### src/rtl/camera_csr.sv
// camera_csr: Avalon-MM control/status block for a frame-capture engine.
// Holds the run/continuous/abort controls, sticky done/overflow status,
// a frame counter and NUM_BUF frame-buffer base addresses. A three-state
// sequencer (IDLE/LAUNCH/WAIT) issues cap_start pulses and tracks cap_done.
//
// Ports:
//   avs_s1_clk, avs_s1_reset_n       clock, async active-low reset
//   avs_s1_address/read/write        Avalon-MM slave, fixed read latency 1
//   avs_s1_writedata/readdata        32-bit data, readdatavalid qualifies reads
//   cap_start, cap_base_addr         launch pulse and buffer base to capture engine
//   cap_done, cap_busy               end-of-frame pulse in, busy flag out
//   irq                              level interrupt (done & irq_en)
//
// Optional feature: define CAMERA_CSR_IRQ_EN to store CONTROL b2 and drive irq.
// Without it irq is tied low and CONTROL b2 reads 0.

module camera_csr #(
  parameter int unsigned NUM_BUF = 2,
  parameter int unsigned ADDR_W  = 3,
  parameter int unsigned AW      = 32
) (
  input  logic              avs_s1_clk,
  input  logic              avs_s1_reset_n,
  input  logic [ADDR_W-1:0] avs_s1_address,
  input  logic              avs_s1_read,
  input  logic              avs_s1_write,
  input  logic [31:0]       avs_s1_writedata,
  output logic [31:0]       avs_s1_readdata,
  output logic              avs_s1_readdatavalid,
  output logic              cap_start,
  output logic [AW-1:0]     cap_base_addr,
  input  logic              cap_done,
  output logic              cap_busy,
  output logic              irq
);

  typedef enum logic [1:0] {S_IDLE, S_LAUNCH, S_WAIT} state_t;

  state_t        r_state;
  logic          r_run;
  logic          r_cont;
  logic          r_done;
  logic          r_ovf;
  logic [1:0]    r_buf_idx;
  logic [31:0]   r_frame_cnt;
  logic [AW-1:0] r_buf [NUM_BUF];

  logic          w_wr_ctrl;
  logic          w_wr_stat;
  logic          w_abort;
  logic          w_done_acc;
  logic          w_ovf_set;
  logic          w_irq_en;
  logic [AW-1:0] w_cur_base;
  logic [31:0]   w_rdata;
  logic [1:0]    w_idx_next;

  assign w_wr_ctrl  = avs_s1_write && (avs_s1_address == ADDR_W'(0));
  assign w_wr_stat  = avs_s1_write && (avs_s1_address == ADDR_W'(1));
  assign w_abort    = w_wr_ctrl && avs_s1_writedata[3];
  // Abort wins over a cap_done landing in the same cycle: the frame is dropped.
  assign w_done_acc = cap_done && (r_state == S_WAIT) && !w_abort;
  assign w_ovf_set  = cap_done && (r_state != S_WAIT);
  assign w_idx_next = (r_buf_idx == 2'(NUM_BUF - 1)) ? 2'd0 : r_buf_idx + 2'd1;

`ifdef CAMERA_CSR_IRQ_EN
  logic r_irq_en;
  logic r_irq;

  always_ff @(posedge avs_s1_clk or negedge avs_s1_reset_n) begin
    if (!avs_s1_reset_n) begin
      r_irq_en <= 1'b0;
      r_irq    <= 1'b0;
    end else begin
      if (w_wr_ctrl) r_irq_en <= avs_s1_writedata[2];
      r_irq <= r_done && r_irq_en;
    end
  end

  assign w_irq_en = r_irq_en;
  assign irq      = r_irq;
`else
  assign w_irq_en = 1'b0;
  assign irq      = 1'b0;
`endif

  always_comb begin
    w_cur_base = '0;
    for (int unsigned i = 0; i < NUM_BUF; i++) begin
      if (r_buf_idx == 2'(i)) w_cur_base = r_buf[i];
    end
  end

  always_comb begin
    w_rdata = '0;
    case (avs_s1_address)
      ADDR_W'(0): w_rdata = {29'd0, w_irq_en, r_cont, r_run};
      ADDR_W'(1): w_rdata = {26'd0, r_buf_idx, 1'b0, r_ovf, r_done, cap_busy};
      ADDR_W'(2): w_rdata = r_frame_cnt;
      default: begin
        for (int unsigned i = 0; i < NUM_BUF; i++) begin
          if (avs_s1_address == ADDR_W'(3 + i)) w_rdata = 32'(r_buf[i]);
        end
      end
    endcase
  end

  always_ff @(posedge avs_s1_clk or negedge avs_s1_reset_n) begin
    if (!avs_s1_reset_n) begin
      r_state              <= S_IDLE;
      r_run                <= 1'b0;
      r_cont               <= 1'b0;
      r_done               <= 1'b0;
      r_ovf                <= 1'b0;
      r_buf_idx            <= '0;
      r_frame_cnt          <= '0;
      cap_start            <= 1'b0;
      cap_busy             <= 1'b0;
      cap_base_addr        <= '0;
      avs_s1_readdata      <= '0;
      avs_s1_readdatavalid <= 1'b0;
      for (int unsigned i = 0; i < NUM_BUF; i++) r_buf[i] <= '0;
    end else begin
      // Read path samples pre-write register values.
      avs_s1_readdatavalid <= avs_s1_read;
      avs_s1_readdata      <= avs_s1_read ? w_rdata : '0;

      for (int unsigned i = 0; i < NUM_BUF; i++) begin
        if (avs_s1_write && (avs_s1_address == ADDR_W'(3 + i)))
          r_buf[i] <= AW'(avs_s1_writedata);
      end

      if (w_wr_ctrl) begin
        r_run  <= avs_s1_writedata[0] && !avs_s1_writedata[3];
        r_cont <= avs_s1_writedata[1];
      end else if (w_done_acc && !r_cont) begin
        r_run <= 1'b0;
      end

      // Set events take precedence over a same-cycle W1C.
      r_done <= w_done_acc || (r_done && !(w_wr_stat && avs_s1_writedata[1]));
      r_ovf  <= w_ovf_set  || (r_ovf  && !(w_wr_stat && avs_s1_writedata[2]));

      if (w_done_acc) begin
        r_frame_cnt <= r_frame_cnt + 32'd1;
        r_buf_idx   <= w_idx_next;
      end

      if (w_abort) begin
        r_state   <= S_IDLE;
        cap_start <= 1'b0;
        cap_busy  <= 1'b0;
      end else begin
        case (r_state)
          S_IDLE: if (r_run) begin
            r_state       <= S_LAUNCH;
            cap_start     <= 1'b1;
            cap_busy      <= 1'b1;
            cap_base_addr <= w_cur_base;
          end
          S_LAUNCH: begin
            r_state   <= S_WAIT;
            cap_start <= 1'b0;
          end
          S_WAIT: if (cap_done) begin
            r_state  <= S_IDLE;
            cap_busy <= 1'b0;
          end
          default: r_state <= S_IDLE;
        endcase
      end
    end
  end

endmodule

### config.mk
export PLATFORM = sky130hd
export DESIGN_NAME = camera_csr
export DESIGN_NICKNAME = d
export VERILOG_FILES = /design/src/rtl/camera_csr.sv
export SDC_FILE = /design/constraint.sdc
export NUM_CORES = 1
export LEC_CHECK = 0
export ABC_AREA = 1
export ABC_CLOCK_PERIOD_IN_PS = 1300
export CAP_MARGIN = 0
export CELL_PAD_IN_SITES_DETAIL_PLACEMENT = 1
export CELL_PAD_IN_SITES_GLOBAL_PLACEMENT = 1
export CORE_MARGIN = 2
export CORE_UTILIZATION = 37
export DETAILED_ROUTE_END_ITERATION = 8
export PLACE_DENSITY = 0.84
export SETUP_SLACK_MARGIN = 0.05
export SYNTH_ARGS = -nofsm -noshare
export SYNTH_HDL_FRONTEND = slang
export SYNTH_SLANG_ARGS = --single-unit
### constraint.sdc
create_clock -name avs_s1_clk -period 1.3 [get_ports avs_s1_clk]
set_input_delay 0.26 -clock avs_s1_clk [delete_from_list [all_inputs] [get_ports avs_s1_clk]]
set_output_delay 0.26 -clock avs_s1_clk [all_outputs]
set_load 0.05 [all_outputs]
Word level (Yosys, flattened, before mapping) --
Index checks and enable logic that the tools add are counted.
Cells by class: add/sub/neg operators 2, mux-type cells 19, equality and inequality tests 10, reduce and logical (&&, ||, !) cells 31, bitwise gates (word level) 1
Operators by type and width (count):
- two-way mux 32 bit | 5
- one-hot mux 32 bit (3 select lines) | 1
- adder 32 x 1 -> 32 bit, second input constant | 1
- logical AND 1 bit | 14
- two-way mux 2 bit | 4
- equality test 3 x 2 -> 1 bit, second input constant | 2
- two-way mux 1 bit | 6
- != test 3 bit, second input constant | 2
- one-hot mux 2 bit (3 select lines) | 1
- AND reduction 3 bit | 2
- nonzero test 3 bit | 2
- logical NOT 1 bit | 5
- equality test 2 x 1 -> 1 bit, second input constant | 2
- logical NOT 2 bit | 2
- one-hot mux 1 bit (2 select lines) | 2
- AND reduction 2 bit | 2
- equality test 3 x 1 -> 1 bit, second input constant | 1
- equality test 3 bit, second input constant | 1
- logical NOT 3 bit | 1
- adder 2 x 1 -> 2 bit, second input constant | 1
- equality test 2 bit, second input constant | 1
- logical OR 1 bit | 2
- != test 2 bit, second input constant | 1
- nonzero test 2 bit | 1
- inverter 1 bit | 1
Word-level totals: output and inout bits 68, flip-flop bits (word level) 171, bits of input ports 40

Longest topological paths before layout --
depth in word-level cells 8, depth in mapped cells 10, mapped depth without buffers 9

Worst setup path after synthesis --
Ideal clock, no wire load.
path type register to register, start point register r_frame_cnt[1], end point register r_frame_cnt[22], setup slack -0.103 ns, stages on the path, launching flop included 9, arrival 1.290 ns, cell sequence dfrtp_1 ha_1 nand3_1 nor2_2 nand3_1 nor2_2 nand3_1 nand2_1 inv_1
On the way: cells in the longest elaborated chain, start to end 1
RTL lines:
- start, declared | line 45 | logic [31:0] r_frame_cnt;
- start signal, assigned | line 145 | r_frame_cnt <= r_frame_cnt + 32'd1;
- adder 32 x 1 -> 32 bit | line 145
No other way between the ends. A chain may end at the register's enable or synchronous reset.

Final worst setup path --
start point register r_frame_cnt[9], end point register r_frame_cnt[26]
Same word-level chain as after synthesis.

==> flow_metrics.py <==
metrics = {
    "outcome": {
        "failed_checks": "negative setup slack",
        "status": "finished, violations left",
    },
    "power_and_ir_drop": {
        "fin_total_pwr_mw": 25.8,
        "power_density_nw_per_um2": 1940,
        "power_switching_mw": 11.4,
        "peakVddDrop_uv": 1080,
        "p_leak_nw": 6.43,
        "pwr-share-seq_pct": 29.5,
        "switching_share_pct": 44.0,
        "intPower_mw": 14.5,
        "pwr-share-comb_pct": 48.4,
        "clockPowerShare_pct": 22.1,
    },
    "synth": {
        "synth-edff-count": 0,
        "yosys.cell_types.count": 33,
        "netlist_instances": 984,
        "seq_area_frac_synth_pct": 53.5,
        "ys_top_cells_by_area": "dfrtp_1 (53%), nand2_1 (13%), o21ai_0 (6.3%)",
        "yosysWarnings": 0,
        "synth_area_per_cell_um2": 8.14,
        "syn-num-nets": 1025,
        "synth_top_area_share_pct": 53.5,
        "yosys-top-cells-count": "nand2_1 (280), dfrtp_1 (171), inv_1 (132)",
        "synth-seq-cells": 171,
        "syn_area_um2": 8010,
        "postSynth.asyncResetShare_pct": 100,
        "yosys.area.top_type": "dfrtp_1",
        "synth-main-ff-cell": "dfrtp_1",
        "synth_most_common_cell": "nand2_1",
    },
    "drt": {
        "wire_per_inst_um": 30.6,
        "viasPerCell": 6.28,
        "drcViolationCount": 0,
        "ant_nets": 0,
        "drtIter0Drc": 1208,
        "drtPass1Iterations": 6,
        "via_count": 9676,
        "wl_mm": 47.1,
    },
    "floorplan": {
        "die_height_um": 151,
        "core-area_um2": 21200,
        "rows": 53,
        "dieWidth_um": 151,
        "io_pins": 108,
        "start_util_pct": 37.8,
        "dieArea_um2": 22800,
    },
    "placed_design": {
        "dp_hpwl_mm": 20.3,
        "routabilityCongestion": 0.841,
        "placement.io_buffers": 106,
        "place_area_um2": 11000,
    },
    "clock_tree": {
        "h-tree-depth": 4,
        "cts_tree": "done",
        "clock-sinks": 171,
        "clock_latency_ps": 480,
        "root_buffer": "clkbuf_16",
        "cts.clk_slew.worst_paths_ps": 90,
        "clk_path_buf_depth": 2,
        "numCtsBuffers": 17,
    },
    "layout": {
        "multiInputGateArea_um2": 3850,
        "fillCellCount": 2266,
        "fin_nets": 1293,
        "syn2layout_area_growth_pct": 66.4,
        "fin_area_um2": 13300,
        "register_area_um2": 4290,
        "layout-drive-gt1-share_pct": 38.4,
    },
    "timing": {
        "maxSlewViolCount": 0,
        "post-route-min-period_ps": 2100,
        "clock.fmax_mhz": 476,
        "fin_worst_skew_ps": 20.5,
        "tns_ps": -23830,
        "rsz0062_at_grt": "yes",
        "finalSetupViolations": 118,
        "fin_ws_ps": -800,
        "worstMarginPinSlew_ps": 550,
        "hold_viol": 0,
        "timing.hold.ws_ps": 334,
        "fin_crit_sh_pct": 162,
        "max_slew_margin_pct": 63.4,
    },
    "setup_path": {
        "worstPathArrival_ps": 2440,
        "crit_slowest_cell": "dfrtp_1",
        "r2r_slack_ps": -800,
        "ff2ff_path_depth": 8,
        "r2r_end": "r_frame_cnt[26]",
        "path_delay_family": "simple AND/OR/NAND/NOR gates",
        "r2r_start": "r_frame_cnt[9]",
        "critical_path_cell_count": 8,
        "cp-end-kind": "flip-flop",
        "slowest_delay_ps": 520,
        "critPathMostFrequentCell": "nand2_1",
        "path_class": "flip-flop to flip-flop",
        "crit_chain": "nand2_1 > nor2_2 > buf_4 > nand3_4 > nor2_4 > nand3_2 > nand2_2 > nand2_1",
        "path_buf_inv": 1,
        "cp_max_fo": 5,
        "crit_required_ps": 1640,
        "crit_path_start_kind": "flip-flop",
    },
    "global_routing": {
        "gr-usage-all-layers_pct": 34.6,
        "grt_max_degree": 40,
        "overflow": 0,
        "grt_pass1_wl_mm": 58.8,
        "antenna_found_initial": 2,
        "grt_pass1_vias": 9755,
    },
    "flow_run": {
        "cap_violations": 0,
    },
    "worst_hold_path": {
        "hold_class": "primary input to asynchronous set/reset pin",
    },
}
[sequential cells by signal, indices dropped and copies added (netlist names)]
| name | count |
|---|---|
| r_buf_idx | 2 |
| r_done | 1 |
| avs_s1_readdatavalid | 1 |
| r_cont | 1 |
| r_state | 2 |
| r_run | 1 |
| r_buf | 64 |
| avs_s1_readdata | 32 |
| cap_busy | 1 |
| r_frame_cnt | 32 |
| cap_base_addr | 32 |
| r_ovf | 1 |
| cap_start | 1 |
[worst register-to-register path, stage by stage, from the launching register on]
cell	delay (ps)
dfrtp_1	520
nand2_1	200
nor2_2	320
buf_4	250
nand3_4	120
nor2_4	210
nand3_2	110
nand2_2	150
nand2_1	100
[cell type report]
cell class                      count  area share [%]
Timing Repair Buffer              292            27.3
Antenna cell                        1          0.0188
Tap cell                          275            2.58
Sequential cell                   171            32.2
Inverter                          136            4.11
Clock buffer                       18            3.30
Clock inverter                     14            1.34
Multi-Input combinational cell    632            28.9
Timing Repair inverter              2           0.160
[cells in the final DEF (no fill, tap or decap), drive strengths merged]
cell,Yosys,final
dfrtp,171,171
diode,0,1
clkinvlp,0,3
nand3b,7,7
xor2,13,13
xnor2,4,4
nor2,83,83
clkdlybuf4s50,0,33
inv,136,141
bufinv,0,2
a211oi,1,1
dlygate4sd2,0,2
nor3b,2,2
o22ai,59,59
nand2,284,285
ha,1,1
nand3,22,22
buf,19,250
clkbuf,27,24
conb,1,1
a21oi,35,35
clkinv,0,6
o211ai,1,1
nand4,7,7
o221ai,5,5
o21ai,101,101
dlygate4sd3,0,1
nor3,5,5
[how the worst max path moves through the flow]
stage	from	to	slack, ps
after CTS	r_frame_cnt[0]	r_frame_cnt[9]	-230
after global placement	avs_s1_address[2]	cap_start	-590
final	r_frame_cnt[9]	r_frame_cnt[26]	-800
after global routing	r_frame_cnt[9]	r_frame_cnt[26]	-810
after detailed placement	avs_s1_address[2]	cap_base_addr[14]	-720
after floorplan	r_frame_cnt[1]	r_frame_cnt[22]	-60
[power by group through the flow]
| stage | Clock (mW) | Combinational [mW] | Sequential, mW |
|---|---|---|---|
| floorplan | 0 | 2.81 | 8.47 |
| global placement | 0 | 7.85 | 7.28 |
| detailed placement | 0 | 8.21 | 7.36 |
| CTS | 5.48 | 9.42 | 7.33 |
| global route | 5.88 | 12.7 | 7.65 |
| finish | 5.72 | 12.5 | 7.62 |
[metrics by stage]
step,util [%],setup WS (ps),std cells
6_report,63.0,-800,1541
5_1_grt,63.0,-813,1540
4_1_cts,58.0,-230,1497
3_5_place_dp,52.1,-725,1434
3_3_place_gp,52.1,-589,1434
2_1_floorplan,-,-58.4,984
[cells by family (layout without fill, tap and decap cells)]
| kind of cell | after synthesis | count (layout) | share of synthesized area (%) |
|---|---|---|---|
| AO/OA/AOI/OAI | 202 | 202 | 13.8 |
| XOR/XNOR | 17 | 17 | 1.86 |
| adder cells (fa/ha/maj) | 1 | 1 | 0.156 |
| buffers and inverters | 182 | 462 | 9.38 |
| flip-flops | 171 | 171 | 53.5 |
| other | 1 | 2 | 0.0468 |
| AND/OR/NAND/NOR | 410 | 411 | 21.3 |
[what timing repair did]
item | 4_1_cts | 5_1_grt
endpoints found under the hold margin | 31 | 0
pin swaps | 16 | 47
cloned | 3 | 5
endpoints found under the setup margin | 235 | 183
setup buffers | 27 | 46
gates resized for setup | 101 | 207
hold buffers | 1 | 0
[metal layers]
metal	part of all wire, %	global-route usage (%)
met5	0.072	0
met4	9.1	22.3
met1	35	39.5
met3	9.5	9.07
met2	46	57.8
Power figures use the tool's default switching activity.
